--- src/rtl/step_sequencer_pkg.sv ---
// Shared types and default widths for the microstep sequencer.
package step_sequencer_pkg;

    typedef enum logic {
        RUN    = 1'b0,
        HALTED = 1'b1
    } seq_state_t;

    localparam int DEF_INSTRUCTION_WIDTH = 4;
    localparam int DEF_INSTRUCTION_STEPS = 8;
    localparam int DEF_BUS_WIDTH         = 8;

endpackage

--- src/rtl/step_sequencer_flag_register.sv ---
// Three-bit load-enabled latch for the ALU zero/carry/odd flags.
module flag_register (
    input  logic       clk,
    input  logic       reset,
    input  logic       load,
    input  logic [2:0] d,
    output logic [2:0] q
);

    always_ff @(posedge clk) begin
        if (reset) begin
            q <= 3'b000;
        end else if (load) begin
            q <= d;
        end
    end

endmodule

--- src/rtl/step_sequencer.sv ---
// Microstep sequencer with instruction register and latched ALU flags.
// Optional SEQ_RESUME_EN adds i_resume to leave HALTED without a reset.
module step_sequencer
    import step_sequencer_pkg::*;
#(
    parameter int INSTRUCTION_WIDTH = DEF_INSTRUCTION_WIDTH,
    parameter int INSTRUCTION_STEPS = DEF_INSTRUCTION_STEPS,
    parameter int BUS_WIDTH         = DEF_BUS_WIDTH,
    localparam int STEP_WIDTH       = $clog2(INSTRUCTION_STEPS),
    localparam int OPERAND_WIDTH    = BUS_WIDTH - INSTRUCTION_WIDTH
) (
    input  logic                         i_clk,
    input  logic                         i_reset,
    input  logic [BUS_WIDTH-1:0]         i_bus,
    input  logic                         i_instrregi,
    input  logic                         i_alulatchf,
    input  logic                         i_alu_zero,
    input  logic                         i_alu_carry,
    input  logic                         i_alu_odd,
    input  logic                         i_adv,
    input  logic                         i_halt,
`ifdef SEQ_RESUME_EN
    input  logic                         i_resume,
`endif
    output logic [STEP_WIDTH-1:0]        o_step,
    output logic [INSTRUCTION_WIDTH-1:0] o_instruction,
    output logic [OPERAND_WIDTH-1:0]     o_operand,
    output logic                         o_zero,
    output logic                         o_carry,
    output logic                         o_odd,
    output logic                         o_halted,
    output logic                         o_step_overflow
);

    localparam logic [STEP_WIDTH-1:0] LAST_STEP = STEP_WIDTH'(INSTRUCTION_STEPS - 1);

    seq_state_t                   state_q, state_d;
    logic [STEP_WIDTH-1:0]        step_q, step_d;
    logic                         overflow_q, overflow_d;
    logic [INSTRUCTION_WIDTH-1:0] instr_q;
    logic [OPERAND_WIDTH-1:0]     operand_q;
    logic                         instr_load;
    logic                         flag_load;
    logic [2:0]                   flags_q;

    always_ff @(posedge i_clk) begin
        if (i_reset) begin
            state_q    <= RUN;
            step_q     <= '0;
            overflow_q <= 1'b0;
        end else begin
            state_q    <= state_d;
            step_q     <= step_d;
            overflow_q <= overflow_d;
        end
    end

    // Halt wins over both advance and wrap; loads still land in the halting cycle.
    always_comb begin
        state_d    = state_q;
        step_d     = step_q;
        overflow_d = overflow_q;
        instr_load = 1'b0;
        flag_load  = 1'b0;
        case (state_q)
            RUN: begin
                instr_load = i_instrregi;
                flag_load  = i_alulatchf;
                if (i_halt) begin
                    state_d = HALTED;
                end else if (i_adv) begin
                    step_d = '0;
                end else if (step_q == LAST_STEP) begin
                    step_d     = '0;
                    overflow_d = 1'b1;
                end else begin
                    step_d = step_q + 1'b1;
                end
            end
            HALTED: begin
`ifdef SEQ_RESUME_EN
                if (i_resume) begin
                    state_d = RUN;
                    step_d  = '0;
                end
`endif
            end
            default: state_d = RUN;
        endcase
    end

    always_ff @(posedge i_clk) begin
        if (i_reset) begin
            instr_q   <= '0;
            operand_q <= '0;
        end else if (instr_load) begin
            instr_q   <= i_bus[BUS_WIDTH-1:OPERAND_WIDTH];
            operand_q <= i_bus[OPERAND_WIDTH-1:0];
        end
    end

    flag_register u_flags (
        .clk   (i_clk),
        .reset (i_reset),
        .load  (flag_load),
        .d     ({i_alu_zero, i_alu_carry, i_alu_odd}),
        .q     (flags_q)
    );

    assign o_step          = step_q;
    assign o_instruction   = instr_q;
    assign o_operand       = operand_q;
    assign o_zero          = flags_q[2];
    assign o_carry         = flags_q[1];
    assign o_odd           = flags_q[0];
    assign o_halted        = (state_q == HALTED);
    assign o_step_overflow = overflow_q;

endmodule

--- config.mk ---
export PLATFORM = sky130hd
export DESIGN_NAME = step_sequencer
export DESIGN_NICKNAME = d
export VERILOG_FILES = /design/src/rtl/step_sequencer_pkg.sv /design/src/rtl/step_sequencer_flag_register.sv /design/src/rtl/step_sequencer.sv
export SDC_FILE = /design/constraint.sdc
export NUM_CORES = 1
export LEC_CHECK = 0
export CAP_MARGIN = 20
export CORE_MARGIN = 2
export CORE_UTILIZATION = 36
export DETAILED_ROUTE_END_ITERATION = 16
export PLACE_DENSITY = 0.82
export SETUP_SLACK_MARGIN = 0.2
export SYNTH_ARGS = -nofsm -noshare
export SYNTH_HDL_FRONTEND = slang
export SYNTH_SLANG_ARGS = --single-unit
export TNS_END_PERCENT = 50
--- constraint.sdc ---
create_clock -name i_clk -period 1.42 [get_ports i_clk]
set_input_delay 0.284 -clock i_clk [delete_from_list [all_inputs] [get_ports i_clk]]
set_output_delay 0.284 -clock i_clk [all_outputs]
set_load 0.1 [all_outputs]
==> results of run 1 <==
[state kept, by name, indices dropped and copies added, names as in the netlist]
signal and flops:
o_halted 1, o_step_overflow 1, u_flags.q 3, o_operand 4, o_step 3, o_instruction 4
[logic make-up after synthesis]
logic type               synth area share
flip-flops                          0.532
multiplexers                        0.183
buffers and inverters              0.0270
AO/OA/AOI/OAI                      0.0582
AND/OR/NAND/NOR                     0.158
adder cells (fa/ha/maj)            0.0416
[report_power, final]
group          internal [mW]  total, mW  switching [mW]
registers              0.472      0.500          0.0285
clock network          0.156      0.292           0.137
logic                  0.154      0.369           0.215
[Yosys cell counts (all sizes together)]
master  instances  area [um2]
clkbuf          1        3.75
mux2i          11         110
o21ai           3        15.0
nor2           15        56.3
dfxtp          16         320
buf             2        12.5
nand3b          2        15.0
nand2           1        3.75
ha              2        25.0
nor2b           2        15.0
a21oi           4        20.0
nor3            1        5.00
[area by class of cell]
class / instances / area [um2]
multi-input combinational: 41 / 269
tap: 16 / 20.0
sequential: 16 / 343
timing repair buffer: 34 / 495
clock buffer: 4 / 36.3
fill: 105 / 378
[layer usage]
metal	share of wire	routed length [um]	track usage
met1	0.41	589	0.188
met2	0.49	708	0.278
met3	0.080	115	0.0520
met4	0.012	17	0.106
met5	0	0	0
[per-stage QoR]
step	total power, mW	hold WS (ns)	instance area [um2]	utilization
5_1_grt	1.20	0.554	1160	0.755
3_5_place_dp	0.881	0.515	1120	0.729
6_report	1.16	0.534	1160	0.755
2_1_floorplan	0.716	0.419	624	-
4_1_cts	1.17	0.537	1160	0.752
3_3_place_gp	0.875	0.488	1120	0.729
[worst paths after layout]
kind                                   start        end  slack, ns  depth (start not counted)
worst max-delay path            u_flags.q[2]     o_zero       0.27                          1
worst min-delay path               o_step[2]  o_step[2]       0.53                          2
worst max register to register     o_step[0]  o_step[2]       0.28                          4
worst min register to register     o_step[2]  o_step[2]       0.53                          2
==> impl_metrics.csv, run 1 <==
group,metric,value,unit
status,outcome,"finished clean",
clock_network,clk_latency,0.28,ns
timing,timing.fmax,868,MHz
timing,relSlewSlack,0.842,
clock_network,cts.sinks,16,
die,num_rows,14,
timing,fin_worst_skew,0.00711,ns
worst_setup_path,slowest_delay,0.40,ns
cells_and_area,fin_cells,111,
run,maxCapViolations,0,
placement,dp_slack,-0.0402,ns
worst_setup_path,start_kind,"flop",
synth,yosys_warnings,0,
cells_and_area,drive_gt1_frac,0.379,
placement,placed_cells,107,
timing,drv_slew,0,
timing,fin_crit,1.15,ns
min_path,min_path_type,"flop to flop",
drt,drt_iter0_drc,3,
global_routing,antenna_found_initial,0,
die,die_area,0.00201,mm2
timing,rsz0062_at_grt,"yes",
worst_setup_path,critPathArrivalTime,0.87,ns
worst_setup_path,cp.required,1.14,ns
drt,routed_wl,1.43,mm
global_routing,grt_pass1_vias,567,
die,num_io_pins,33,
drt,vias_per_cell,4.86,
synth,synth_seq_cells,16,
timing,setup_viol,0,
drt,remaining_drc_errors,0,
global_routing,grt_max_degree,17,
synth,syn-num-nets,79,
timing,final.setup.worst_slack,0.268,ns
timing,period_share,0.811,
clock_network,cts_root_buf,"clkbuf_4",
synth,ys_types,14,
drt,avgRoutedWirePerCell,12.9,um
die,start_util,0.390,
clock_network,numCtsBuffers,3,
global_routing,grt_usage,0.169,
clock_network,cts.path.max_buffers,2,
synth,synthCells,60,
synth,synth_area_per_cell,10.0,um2
placement,hpwl,1.18,mm
synth,synth_seq_area_share,0.532,
worst_setup_path,crit_type,"flop to output pin",
clock_network,cts_setup_buffers,0,
clock_network,cts_tree,"yes",
placement,globalplace.congestion,0.799,
synth,syn_area,602,um2
timing,final_hold_viol_count,0,
global_routing,grt_pass1_wl,2.39,mm
die,core,0.00154,mm2
drt,vias,539,
worst_setup_path,crit_buf_inv,1,
timing,worst_pin_slew,0.235,ns
timing,fin_setup_tns,0,ns
worst_setup_path,critPathMaxFanout,2,
worst_setup_path,crit_slowest_cell,"dfxtp_1",
placement,portBuffers,32,
cells_and_area,syn2layout_area_growth,93.3,%
cells_and_area,antenna_cells,0,
clock_network,cts_resized,0,
drt,firstDrtPassIters,2,
pwr,power_density,998,mW/mm2
cells_and_area,final_cell_mix,"clkdlybuf4s50_1, buf_12, nor2_1",
worst_setup_path,critPathCaptureType,"output pin",
global_routing,grt_overflow,0,
drt,final_antenna_net_count,0,
cells_and_area,nets,115,
clock_network,cts-htree-levels,1,
clock_network,clk_pin_slew,0.09,ns
worst_setup_path,path_delay_family,"flip-flops",
die,die_w,44.9,um
pwr,ir_worst_vdd,0.815,mV
pwr,cellLeakagePower,0.478,nW
worst_setup_path,cp_cell_sequence,"buf_12",
die,die_y,44.9,um
clock_network,postCtsHoldBufs,0,
Note: power is estimated with default switching activity, not from simulation.
==> inputs of run 2 (changes only) <==
- CORE_UTILIZATION: 36 -> 33
- PLACE_DENSITY: 0.82 -> 0.8
- clock period: 1.42 -> 1 ns (I/O delays scaled with it)
==> run 2 against run 1 <==
  * The run now ends with setup timing left
  * Global-route usage is 1.7 points lower
  * Via count is 7.4% higher
  * First-iteration DRC count grew to 3.0 times the previous value
  * Hold slack worse by 0.0092 ns
  * Setup slack worse by 0.39 ns
  * Die area is 8.3% higher
  * Sequential share of layout area is 2.9 points lower
  * Combinational power is 57% higher
  * Critical endpoint is now o_halted
  * Clock skew is 0.0040 ns lower
  * Core utilization is 0.82 points higher
  * Clock power is 18% higher
  * Largest cell class unchanged
  * Wire length is 10% higher
==> impl_metrics.csv, run 2 (same netlist as run 1, synthesis figures left out) <==
group,metric,value,unit
global_routing,grt_pass1_wl,2.32,mm
pwr,power_switching,552,uW
drt,final_antenna_net_count,0,
drt,drt_iter0_drc,9,
run,maxCapViolations,0,
worst_setup_path,cp_cell_sequence,"buf_6 > buf_12",
cells_and_area,final_common_cell,"buf_12",
timing,rsz0062_at_grt,"yes",
timing,fin_crit,1.12,ns
clock_network,clk_pin_slew,0.09,ns
pwr,comb_power_share,0.355,
timing,timing.hold.ws,0.525,ns
drt,firstDrtPassIters,5,
min_path,min_path_type,"primary input to flop",
worst_setup_path,cp.required,0.80,ns
status,outcome,"finished with violations",
placement,placed_cell_area,0.00122,mm2
timing,relSlewSlack,0.799,
cells_and_area,final_cell_area,0.00132,mm2
global_routing,grt_max_degree,17,
worst_setup_path,critPathMaxFanout,4,
drt,avgRoutedWirePerCell,12.2,um
timing,setup_viol,29,
global_routing,antenna_found_initial,0,
drt,vias,579,
clock_network,numCtsBuffers,3,
global_routing,grt_pass1_vias,562,
drt,routed_wl,1.58,mm
worst_setup_path,start_kind,"flop",
worst_setup_path,crit_buf_inv,2,
pwr,switching_share,0.339,
worst_setup_path,crit_type,"flop to output pin",
drt,remaining_drc_errors,0,
placement,portBuffers,32,
worst_setup_path,path_delay_family,"flip-flops",
status,failed_checks,"setup timing",
pwr,cellLeakagePower,0.536,nW
die,num_rows,15,
die,die_y,46.7,um
pwr,power_density,1240,mW/mm2
clock_network,clk_latency,0.28,ns
clock_network,cts.sinks,16,
worst_setup_path,crit_slowest_cell,"dfxtp_4",
pwr,ir_worst_vdd,0.976,mV
worst_setup_path,slowest_delay,0.38,ns
die,num_io_pins,33,
timing,period_share,1.12,
pwr,power.internal,1.08,mW
timing,timing.fmax,890,MHz
pwr,power_frac_seq,0.433,
placement,globalplace.congestion,0.804,
clock_network,cts_tree,"yes",
global_routing,grt_usage,0.151,
die,core,0.00173,mm2
die,die_w,46.7,um
die,start_util,0.349,
clock_network,cts.path.max_buffers,2,
clock_network,cts_root_buf,"clkbuf_4",
worst_setup_path,critPathArrivalTime,0.92,ns
timing,drv_slew,0,
cells_and_area,antenna_cells,0,
cells_and_area,final_cell_mix,"buf_12, clkdlybuf4s50_1, nor2_1",
worst_setup_path,critPathCaptureType,"output pin",
timing,worst_pin_slew,0.299,ns
timing,final_hold_viol_count,0,
timing,fin_worst_skew,0.00310,ns
worst_setup_path,reg2reg_setup_slack,-0.07,ns
die,die_area,0.00218,mm2
cells_and_area,syn2layout_area_growth,119,%
cells_and_area,nets,125,
drt,vias_per_cell,4.45,
pwr,p_clk_frac,0.212,
placement,hpwl,1.20,mm
cells_and_area,drive_gt1_frac,0.514,
clock_network,cts-htree-levels,1,
global_routing,grt_overflow,0,
timing,final.setup.worst_slack,-0.124,ns
run 2: final timing paths:
path | startpoint | cells past startpoint | end
worst max-delay path | o_halted | 2 | o_halted
worst min-delay path | i_bus[3] | 3 | o_operand[3]
worst max register to register | o_halted | 4 | o_operand[0]
worst min register to register | o_operand[3] | 2 | o_operand[3]
run 2: worst register-to-register path, cell delays in order (launching register included):
cell     delay, ns
dfxtp_4       0.37
nor2b_1       0.14
buf_6         0.17
mux2i_1       0.22
nor2_1        0.07
run 2: final cells by class:
type,count,area [um2]
timing repair buffer,44,597
fill,112,409
sequential,16,350
multi-input combinational,41,313
tap,25,31.3
clock buffer,4,26.3
run 2: what timing repair did:
| action | in CTS | in global routing |
|---|---|---|
| endpoints found under the setup margin | 32 | 32 |
| hold buffers | 0 | 0 |
| resized for setup | 6 | 4 |
| pin swaps | 2 | 1 |
| cloned | 0 | 0 |
| setup buffers | 5 | 0 |
run 2: through the flow:
step	total power [mW]	utilization	TNS [ns]	cells	setup WS, ns
after floorplan	1.02	-	-1.26	60	-0.144
after global placement	1.27	0.709	-4.03	121	-0.328
after detailed placement	1.27	0.709	-4.60	121	-0.410
after CTS	1.64	0.757	-1.17	130	-0.131
after global routing	1.69	0.763	-2.06	130	-0.161
final	1.63	0.763	-0.936	130	-0.124
run 2: power groups by stage:
stage	sequential [mW]	clock (mW)	combinational [mW]
3_5_place_dp	0.719	0	0.556
5_1_grt	0.708	0.381	0.598
3_3_place_gp	0.719	0	0.549
4_1_cts	0.705	0.358	0.577
2_1_floorplan	0.939	0	0.0809
6_report	0.705	0.346	0.579
run 2: per-layer routing:
layer | part of all wire | track usage
met5 | 0 | 0
met4 | 0 | 0.0500
met3 | 0.048 | 0.0353
met2 | 0.54 | 0.253
met1 | 0.42 | 0.192
==> inputs of run 3 (changes only) <==
- CTS_CLUSTER_DIAMETER: default -> 120
==> results of run 3 <==
Same layout as run 2: the final DEF is identical, and so are final timing and power.
